<file path="src/rtl/par_ser_pkg.sv">
// Shared definitions for the DWT parallel-to-serial output stage.
package par_ser_pkg;

  localparam int unsigned NLANE    = 6;
  localparam int unsigned SAMPLE_W = 18;
  localparam int unsigned IDX_W    = 3;

  typedef enum logic {
    IDLE = 1'b0,
    RUN  = 1'b1
  } state_t;

endpackage

</file>
<file path="src/rtl/par_ser_word_reg.sv">
// One multi-lane word register with load enable; cleared by reset.
module par_ser_word_reg #(
  parameter int unsigned W = 18,
  parameter int unsigned N = 6
) (
  input  logic           clk,
  input  logic           rstn,
  input  logic           load,
  input  logic [N*W-1:0] d,
  output logic [N*W-1:0] q
);

  always_ff @(posedge clk or negedge rstn) begin
    if (!rstn) begin
      q <= '0;
    end else if (load) begin
      q <= d;
    end
  end

endmodule

</file>
<file path="src/rtl/par_ser.sv">
// Six-lane parallel-to-serial converter with a one-word hold buffer and sticky overflow.
module par_ser
  import par_ser_pkg::*;
#(
  parameter int unsigned W = SAMPLE_W
) (
  input  logic                clk,
  input  logic                rstn,
  input  logic                valid_in,
  input  logic signed [W-1:0] data_in_0,
  input  logic signed [W-1:0] data_in_1,
  input  logic signed [W-1:0] data_in_2,
  input  logic signed [W-1:0] data_in_3,
  input  logic signed [W-1:0] data_in_4,
  input  logic signed [W-1:0] data_in_5,
  input  logic                clr_ovf,
  output logic signed [W-1:0] data_out,
  output logic                valid_out,
  output logic                frame_start,
  output logic                ready,
  output logic                overflow
);

  localparam int unsigned WORD_W = NLANE * W;

  state_t            state_q, state_d;
  logic [IDX_W-1:0]  idx_q, idx_d;
  logic              hold_full_q, hold_full_d;
  logic [W-1:0]      dout_d;
  logic              vout_d, fs_d, ovf_d, ovf_set;
  logic              act_ld, act_from_hold, hold_ld;
  logic [WORD_W-1:0] din_word, act_d, act_q, hold_q;

  function automatic logic [W-1:0] lane_of(input logic [WORD_W-1:0] w,
                                           input logic [IDX_W-1:0]  sel);
    logic [W-1:0] r;
    r = '0;
    for (int unsigned i = 0; i < NLANE; i++) begin
      if (sel == IDX_W'(i)) r = w[i*W +: W];
    end
    return r;
  endfunction

  assign din_word = {data_in_5, data_in_4, data_in_3, data_in_2, data_in_1, data_in_0};
  assign act_d    = act_from_hold ? hold_q : din_word;
  assign ready    = ~hold_full_q;

  par_ser_word_reg #(.W(W), .N(NLANE)) u_active (
    .clk  (clk),
    .rstn (rstn),
    .load (act_ld),
    .d    (act_d),
    .q    (act_q)
  );

  par_ser_word_reg #(.W(W), .N(NLANE)) u_hold (
    .clk  (clk),
    .rstn (rstn),
    .load (hold_ld),
    .d    (din_word),
    .q    (hold_q)
  );

  always_ff @(posedge clk or negedge rstn) begin
    if (!rstn) begin
      state_q     <= IDLE;
      idx_q       <= '0;
      hold_full_q <= 1'b0;
      data_out    <= '0;
      valid_out   <= 1'b0;
      frame_start <= 1'b0;
      overflow    <= 1'b0;
    end else begin
      state_q     <= state_d;
      idx_q       <= idx_d;
      hold_full_q <= hold_full_d;
      data_out    <= dout_d;
      valid_out   <= vout_d;
      frame_start <= fs_d;
      overflow    <= ovf_d;
    end
  end

  // idx_q == 0 in RUN means lane 5 is on data_out: the word boundary
  always_comb begin
    state_d       = state_q;
    idx_d         = idx_q;
    hold_full_d   = hold_full_q;
    dout_d        = data_out;
    vout_d        = 1'b0;
    fs_d          = 1'b0;
    ovf_set       = 1'b0;
    act_ld        = 1'b0;
    act_from_hold = 1'b0;
    hold_ld       = 1'b0;

    case (state_q)
      IDLE: begin
        if (valid_in) begin
          act_ld  = 1'b1;
          dout_d  = data_in_0;
          idx_d   = IDX_W'(1);
          vout_d  = 1'b1;
          fs_d    = 1'b1;
          state_d = RUN;
        end
      end
      RUN: begin
        vout_d = 1'b1;
        if (idx_q == '0) begin
          if (hold_full_q) begin
            act_ld        = 1'b1;
            act_from_hold = 1'b1;
            dout_d        = lane_of(hold_q, IDX_W'(0));
            idx_d         = IDX_W'(1);
            fs_d          = 1'b1;
            hold_ld       = valid_in;
            hold_full_d   = valid_in;
          end else if (valid_in) begin
            act_ld = 1'b1;
            dout_d = data_in_0;
            idx_d  = IDX_W'(1);
            fs_d   = 1'b1;
          end else begin
            vout_d  = 1'b0;
            state_d = IDLE;
          end
        end else begin
          dout_d = lane_of(act_q, idx_q);
          idx_d  = (idx_q == IDX_W'(NLANE - 1)) ? '0 : idx_q + IDX_W'(1);
          if (valid_in) begin
            if (!hold_full_q) begin
              hold_ld     = 1'b1;
              hold_full_d = 1'b1;
            end else begin
              ovf_set = 1'b1;
            end
          end
        end
      end
      default: state_d = IDLE;
    endcase

    ovf_d = ovf_set | (overflow & ~clr_ovf);
  end

endmodule

</file>
<file path="config.mk">
export PLATFORM = sky130hd
export DESIGN_NAME = par_ser
export DESIGN_NICKNAME = d
export VERILOG_FILES = /design/src/rtl/par_ser_pkg.sv /design/src/rtl/par_ser_word_reg.sv /design/src/rtl/par_ser.sv
export SDC_FILE = /design/constraint.sdc
export NUM_CORES = 1
export LEC_CHECK = 0
export ABC_AREA = 1
export BUFFER_PORTS_ARGS = -buffer_cell sky130_fd_sc_hd__buf_4
export CAP_MARGIN = 20
export CORE_MARGIN = 5
export CORE_UTILIZATION = 36
export CTS_CLUSTER_DIAMETER = 200
export CTS_CLUSTER_SIZE = 12
export DETAILED_ROUTE_END_ITERATION = 10
export GPL_TIMING_DRIVEN = 0
export PLACE_DENSITY = 0.63
export SLEW_MARGIN = 20
export SYNTH_ARGS = -nofsm -noshare
export SYNTH_HDL_FRONTEND = slang
export SYNTH_SLANG_ARGS = --single-unit
</file>
<file path="constraint.sdc">
create_clock -name clk -period 3.45 [get_ports clk]
set_input_delay 0.69 -clock clk [delete_from_list [all_inputs] [get_ports clk]]
set_output_delay 0.69 -clock clk [all_outputs]
set_load 0.02 [all_outputs]
</file>
==> impl_metrics.csv, run 1 <==
group,metric,value,unit
timing,finalCriticalPeriod,2.96,ns
worst_setup_path,cpMostUsedCell,"nand2_1",
cts,cts_sinks,223,
global_route,overflow,0,
cts,clkTransAtPathRegs,0.07,ns
logic_synthesis,yosysSeqAreaShare,51.6,%
worst_setup_path,cp.required,3.88,ns
cts,cts_max_level,1,
floorplan,dieHeight,183,um
global_route,grt_first_pass_wirelength,52900,um
cts,ctsResizeCount,0,
floorplan,die_area,33600,sq um
power,ir_drop,0.418,mV
cts,cts_setup_buffers,0,
timing,hold_viol,0,
power,pwr-share-comb,48.6,%
worst_setup_path,r2r_start,"idx_q[0]",
cts,root_buffer,"clkbuf_16",
global_route,grt_usage,19.6,%
logic_synthesis,yosysWarnings,0,
floorplan,io_pins,134,
worst_setup_path,cp-end-kind,"flop",
cells_and_area,post-route-util,43.7,%
cts,cts_buffer_depth,3,
worst_setup_path,arrival,3.39,ns
drt,via_per_inst,5.13,
drt,drt-initial-drc-count,832,
global_route,grt_pass1_vias,9648,
placed_design,post-dp-hpwl,24600,um
worst_setup_path,max_stage_delay,0.47,ns
logic_synthesis,syn_nets,1490,
power,clockPowerShare,16.2,%
logic_synthesis,synthFlopType,"dfrtp_1",
drt,dr.pass1.iters,5,
logic_synthesis,ys_ff_latch,223,
floorplan,dieWidth,183,um
drt,ant_nets,0,
timing,max_clock_freq,338,MHz
placed_design,placement.io_buffers,133,
cells_and_area,layout.nets,1649,
power,power_density,1010,nW/um^2
worst_setup_path,critPathBufInv,6,
drt,vias,9882,
timing,tightest_slew,0.769,ns
drt,totalWireLength,33700,um
placed_design,place_congestion,0.951,
logic_synthesis,netlist_area,10800,sq um
cells_and_area,final_common_cell,"nand2_1",
drt,wl_per_cell,17.5,um
timing,fin_crit_sh,85.8,%
cells_and_area,area_growth,19.6,%
logic_synthesis,syn-instance-count,1377,
placed_design,dpl_cell_area,12400,sq um
cts,cts_tree,"built",
worst_setup_path,r2r_end,"data_out[7]",
worst_setup_path,start_kind,"flop",
power,switchingPower,0.00603,W
cells_and_area,layout_common_cells,"332 x nand2_1, 223 x dfrtp_1, 193 x o21ai_0",
timing,rsz0062_at_grt,"false",
run,drv_cap,0,
cts,cts.hold.buffers_added,0,
worst_setup_path,slowest_stage,"dfrtp_1",
cells_and_area,fillCellCount,3053,
timing,drv_slew,0,
cts,clock_latency,0.52,ns
cts,numCtsBuffers,22,
logic_synthesis,async_reset_ff_share,100,%
cells_and_area,drive_gt1_share,13.9,%
worst_setup_path,reg2reg_depth,13,
worst_setup_path,crit_type,"flop to flop",
power,switching_share,46.0,%
worst_setup_path,cp_max_fo,10,
worst_setup_path,cp_top_family,"buffers and inverters",
timing,slew_headroom,48.7,%
global_route,grt_max_degree,90,
floorplan,core,29600,sq um
power,seq_power_share,35.2,%
logic_synthesis,synth_edf_count,0,
status,status,"complete, no violations",
worst_setup_path,regToRegSetupSlack,0.49,ns
floorplan,rows,63,
drt,drc,0,
power,p_int,0.00707,W
global_route,grt_antenna_before_repair,0,
logic_synthesis,synth_area_per_cell,7.86,sq um
worst_setup_path,cp_cell_sequence,"clkbuf_1, buf_2, nand2_1, inv_1, ha_1, buf_2, clkinv_1, clkbuf_1, nand3_1, nand2_1, nand2_1, nand2_1, a21oi_1",
cells_and_area,design_area,12900,sq um
min_path,hp-class,"input pin to async pin",
floorplan,start_util,36.5,%
timing,finClkSkew,0.0108,ns
logic_synthesis,synthDistinctLibCells,27,
power,leakage,6.50,nW
timing,finalSetupViolCount,0,
[synth_stat cells (10+ instances only)]
library cell | count | share of area (%)
a21oi_1 | 117 | 5.4
a31oi_1 | 18 | 1.0
buf_2 | 37 | 1.7
clkbuf_1 | 54 | 1.9
dfrtp_1 | 223 | 52
inv_1 | 184 | 6.4
nand2_1 | 332 | 12
nand3_1 | 21 | 0.97
nand4_1 | 48 | 2.8
nor2_1 | 68 | 2.4
o211ai_1 | 43 | 3.0
o21ai_0 | 193 | 8.9
o21ai_1 | 10 | 0.46
[area by class of cell]
class,instances,area [sq um],area share [%]
inverters,189,709,5.48
clock inverters,2,23.8,0.184
clock buffers,22,551,4.25
multi-input cells,865,4090,31.6
diodes,1,2.50,0.0193
well taps,390,488,3.77
repair buffers,135,1060,8.19
plain buffers,100,444,3.43
flip-flops and latches,223,5580,43.1
[worst register-to-register path: cells and delay by family (launching register included)]
| kind | cells | cell delay [ns] |
|---|---|---|
| buffers and inverters | 6 | 1.52 |
| and+or+nand+nor | 5 | 0.61 |
| AOI/OAI and AO/OA | 1 | 0.15 |
| DFF | 1 | 0.47 |
| adders and majority gates | 1 | 0.12 |
[how the worst max path moves through the flow]
stage	start	end	slack, ns	cells past startpoint
global placement	rstn	u_hold.q[22]	-0.06	1
global route	idx_q[0]	data_out[9]	0.26	13
finish	idx_q[0]	data_out[7]	0.49	13
floorplan	idx_q[0]	data_out[10]	1.28	13
CTS	idx_q[0]	data_out[9]	0.56	13
detailed placement	idx_q[0]	data_out[9]	0.60	13
[metrics by stage]
stage                     hold WS [ns]  setup TNS, ns  total power, W  setup WS [ns]  std cells
after floorplan                  0.394              0         0.00861           1.28       1377
after global placement           0.467          -9.39          0.0108        -0.0577       1900
after detailed placement         0.474              0          0.0109          0.597       1902
after CTS                        0.219              0          0.0131          0.562       1926
after global routing             0.227              0          0.0142          0.256       1926
final                            0.179              0          0.0131          0.489       1927
[state kept, by name (all words and copies together), names as in the netlist]
signal,cells
idx_q,3
u_active.q,90
data_out,18
hold_full_q,1
u_hold.q,108
frame_start,1
state_q,1
overflow,1
[layer usage]
metal  up-vias  global-route usage (%)  part of all wire [%]
li1       4787                       -                     -
met1      4683                    28.5                    44
met2       356                    30.9                    46
met3        56                    3.17                   7.4
met4         0                    4.83                   2.4
met5         -                       0                     0
[power by group through the flow]
stage	logic (W)	registers, W	clock network (W)
after floorplan	0.00407	0.00454	0
after detailed placement	0.00630	0.00465	0
after global placement	0.00618	0.00462	0
final	0.00637	0.00461	0.00212
after global routing	0.00716	0.00473	0.00226
after CTS	0.00633	0.00461	0.00217
[kinds of logic after synthesis]
family / Yosys count / synth area share (%)
adder cells (fa/ha/maj): 1 / 0.116
buffers and inverters: 289 / 10.7
AND/OR/NAND/NOR: 478 / 18.4
flip-flops: 223 / 51.6
AO/OA/AOI/OAI: 386 / 19.3
No activity file was read; power rests on OpenSTA's default activity.
==> run 2, diff against run 1 <==
--- a/config.mk
+++ b/config.mk
@@ -8,13 +8,14 @@
 export ABC_AREA = 1
 export BUFFER_PORTS_ARGS = -buffer_cell sky130_fd_sc_hd__buf_4
 export CAP_MARGIN = 20
+export CORE_ASPECT_RATIO = 0.7
 export CORE_MARGIN = 5
 export CORE_UTILIZATION = 36
 export CTS_CLUSTER_DIAMETER = 200
 export CTS_CLUSTER_SIZE = 12
 export DETAILED_ROUTE_END_ITERATION = 10
 export GPL_TIMING_DRIVEN = 0
-export PLACE_DENSITY = 0.63
+export PLACE_DENSITY = 0.65
 export SLEW_MARGIN = 20
 export SYNTH_ARGS = -nofsm -noshare
 export SYNTH_HDL_FRONTEND = slang
==> constraint.sdc (replaced) <==
create_clock -name clk -period 2.7 [get_ports clk]
set_input_delay 0.54 -clock clk [delete_from_list [all_inputs] [get_ports clk]]
set_output_delay 0.54 -clock clk [all_outputs]
set_load 0.02 [all_outputs]
==> run 2 against run 1 <==
Compared with the run above:
- sequential power up 29%
- flip-flop and latch count unchanged
- critical path depth down 5
- fmax up 14%
- global-route usage up 0.40 points
- power up 28%
- critical path type unchanged
- largest cell class unchanged
- highest routed layer unchanged
==> impl_metrics.csv, run 2 (synthesized netlist as in run 1, its figures left out) <==
group,metric,value,unit
floorplan,dieWidth,217,um
floorplan,rows,53,
cts,cts_buffer_depth,3,
cells_and_area,regMostFlops,"u_hold.q",
placed_design,post-dp-hpwl,25700,um
cts,cts_max_level,1,
drt,wl_met2,13800,um
cells_and_area,layout.nets,1651,
timing,fin_crit_sh,95.9,%
timing,finalCriticalPeriod,2.59,ns
timing,slew_headroom,52.8,%
worst_setup_path,startpoint,"idx_q[1]",
cells_and_area,area_growth,19.9,%
worst_setup_path,reg2reg_depth,8,
global_route,grt_usage,20.0,%
min_path,min_to,"overflow",
worst_setup_path,r2r_end,"u_active.q[98]",
timing,setup_tns,0,ns
worst_setup_path,arrival,3.02,ns
placed_design,place_congestion,0.959,
cells_and_area,layout_common_cells,"332 x nand2_1, 223 x dfrtp_1, 193 x o21ai_0",
worst_setup_path,slowest_stage,"a22oi_2",
cells_and_area,drive_gt1_share,14.3,%
drt,wl_met1,17300,um
cts,cts_sinks,223,
floorplan,core,29800,sq um
cts,clock_latency,0.51,ns
power,ir_drop,0.482,mV
drt,wl_met3,2850,um
worst_setup_path,cpMostUsedCell,"buf_2",
power,leakage,6.53,nW
timing,setup_ws,0.111,ns
cts,cts_tree,"built",
placed_design,dp_slack,-0.114,ns
cells_and_area,post-route-util,43.5,%
global_route,grt_pass1_vias,9433,
timing,rsz0062_at_grt,"true",
cells_and_area,diodes,0,
floorplan,die_area,33700,sq um
global_route,grt_max_degree,90,
drt,ant_nets,0,
drt,totalWireLength,34500,um
worst_setup_path,cp-end-kind,"flop",
worst_setup_path,cp_max_fo,19,
cells_and_area,largest_register_ffs,108,
drt,top_layer,"met4",
worst_setup_path,crit_type,"flop to flop",
floorplan,dieHeight,155,um
worst_setup_path,r2r_start,"idx_q[1]",
global_route,grt_antenna_before_repair,0,
status,status,"complete, no violations",
run,drv_cap,0,
drt,drt-initial-drc-count,994,
drt,via_per_inst,5.16,
drt,dr.pass1.iters,5,
cts,numCtsBuffers,22,
min_path,holdCritStartpoint,"clr_ovf",
worst_setup_path,start_kind,"flop",
timing,drv_slew,0,
cells_and_area,final_common_cell,"nand2_1",
drt,wl_per_cell,17.9,um
timing,tightest_slew,0.708,ns
timing,hold_viol,0,
global_route,overflow,0,
min_path,whs_path_depth,2,
power,power_density,1290,nW/um^2
timing,finClkSkew,0.0218,ns
worst_setup_path,cp.required,3.13,ns
global_route,grt_first_pass_wirelength,53900,um
timing,hold-worst-slack,0.248,ns
placed_design,placement.io_buffers,133,
floorplan,start_util,36.3,%
worst_setup_path,regToRegSetupSlack,0.11,ns
cts,clkTransAtPathRegs,0.06,ns
worst_setup_path,max_stage_delay,0.59,ns
floorplan,io_pins,134,
timing,finalSetupViolCount,0,
cts,root_buffer,"clkbuf_16",
drt,drc,0,
timing,max_clock_freq,386,MHz
min_path,hp-class,"input pin to flop",
drt,vias,9925,
worst_setup_path,cp_cell_sequence,"buf_2, inv_2, nand3_2, a22oi_2, buf_2, buf_2, nand2_1, o21ai_0",
cells_and_area,top_regs,"u_hold.q (108), u_active.q (90), data_out (18)",
-- run 2: repair_timing --
action                                 CTS  global route
setup endpoints to repair                8            13
resized for setup                        2             7
hold buffers                             1             0
endpoints found under the hold margin   52             0
setup buffers                            0             2
-- run 2: layout make-up --
cell class | instances | area [sq um]
Tap cell | 385 | 482
Timing Repair Buffer | 138 | 1090
Fill cell | 2993 | 16900
Buffer | 99 | 448
Sequential cell | 223 | 5580
Clock buffer | 23 | 576
Multi-Input combinational cell | 865 | 4090
Clock inverter | 1 | 7.51
Inverter | 189 | 713
-- run 2: worst max path at each step --
stage,depth (start not counted),endpoint
2_1_floorplan,13,data_out[14]
3_3_place_gp,1,u_hold.q[81]
3_5_place_dp,13,data_out[10]
4_1_cts,13,data_out[10]
5_1_grt,6,u_active.q[58]
6_report,8,u_active.q[98]
-- run 2: stage by stage --
step	total power (W)	std cells	instance area (sq um)
final	0.0168	1923	13000
after global routing	0.0181	1923	13000
after CTS	0.0168	1921	13000
after detailed placement	0.0140	1897	12400
after global placement	0.0138	1895	12300
after floorplan	0.0110	1377	10800
-- run 2: power breakdown --
| part | switching, W | internal (W) |
|---|---|---|
| sequential | 0.000907 | 0.00504 |
| clock | 0.00127 | 0.00150 |
| combinational | 0.00552 | 0.00257 |
| total | 0.00770 | 0.00911 |
-- run 2: critical path: cells and delay by family, from the launching register on --
family,cells,cell delay [ns]
AOI/OAI and AO/OA,2,0.71
DFF,1,0.40
and+or+nand+nor,2,0.31
buffers and inverters,4,1.06
-- run 2: routing by layer --
layer | vias up | global-route usage (%)
li1 | 4785 | -
met1 | 4725 | 32.0
met2 | 378 | 27.4
met3 | 37 | 4.94
met4 | 0 | 3.55
met5 | - | 0
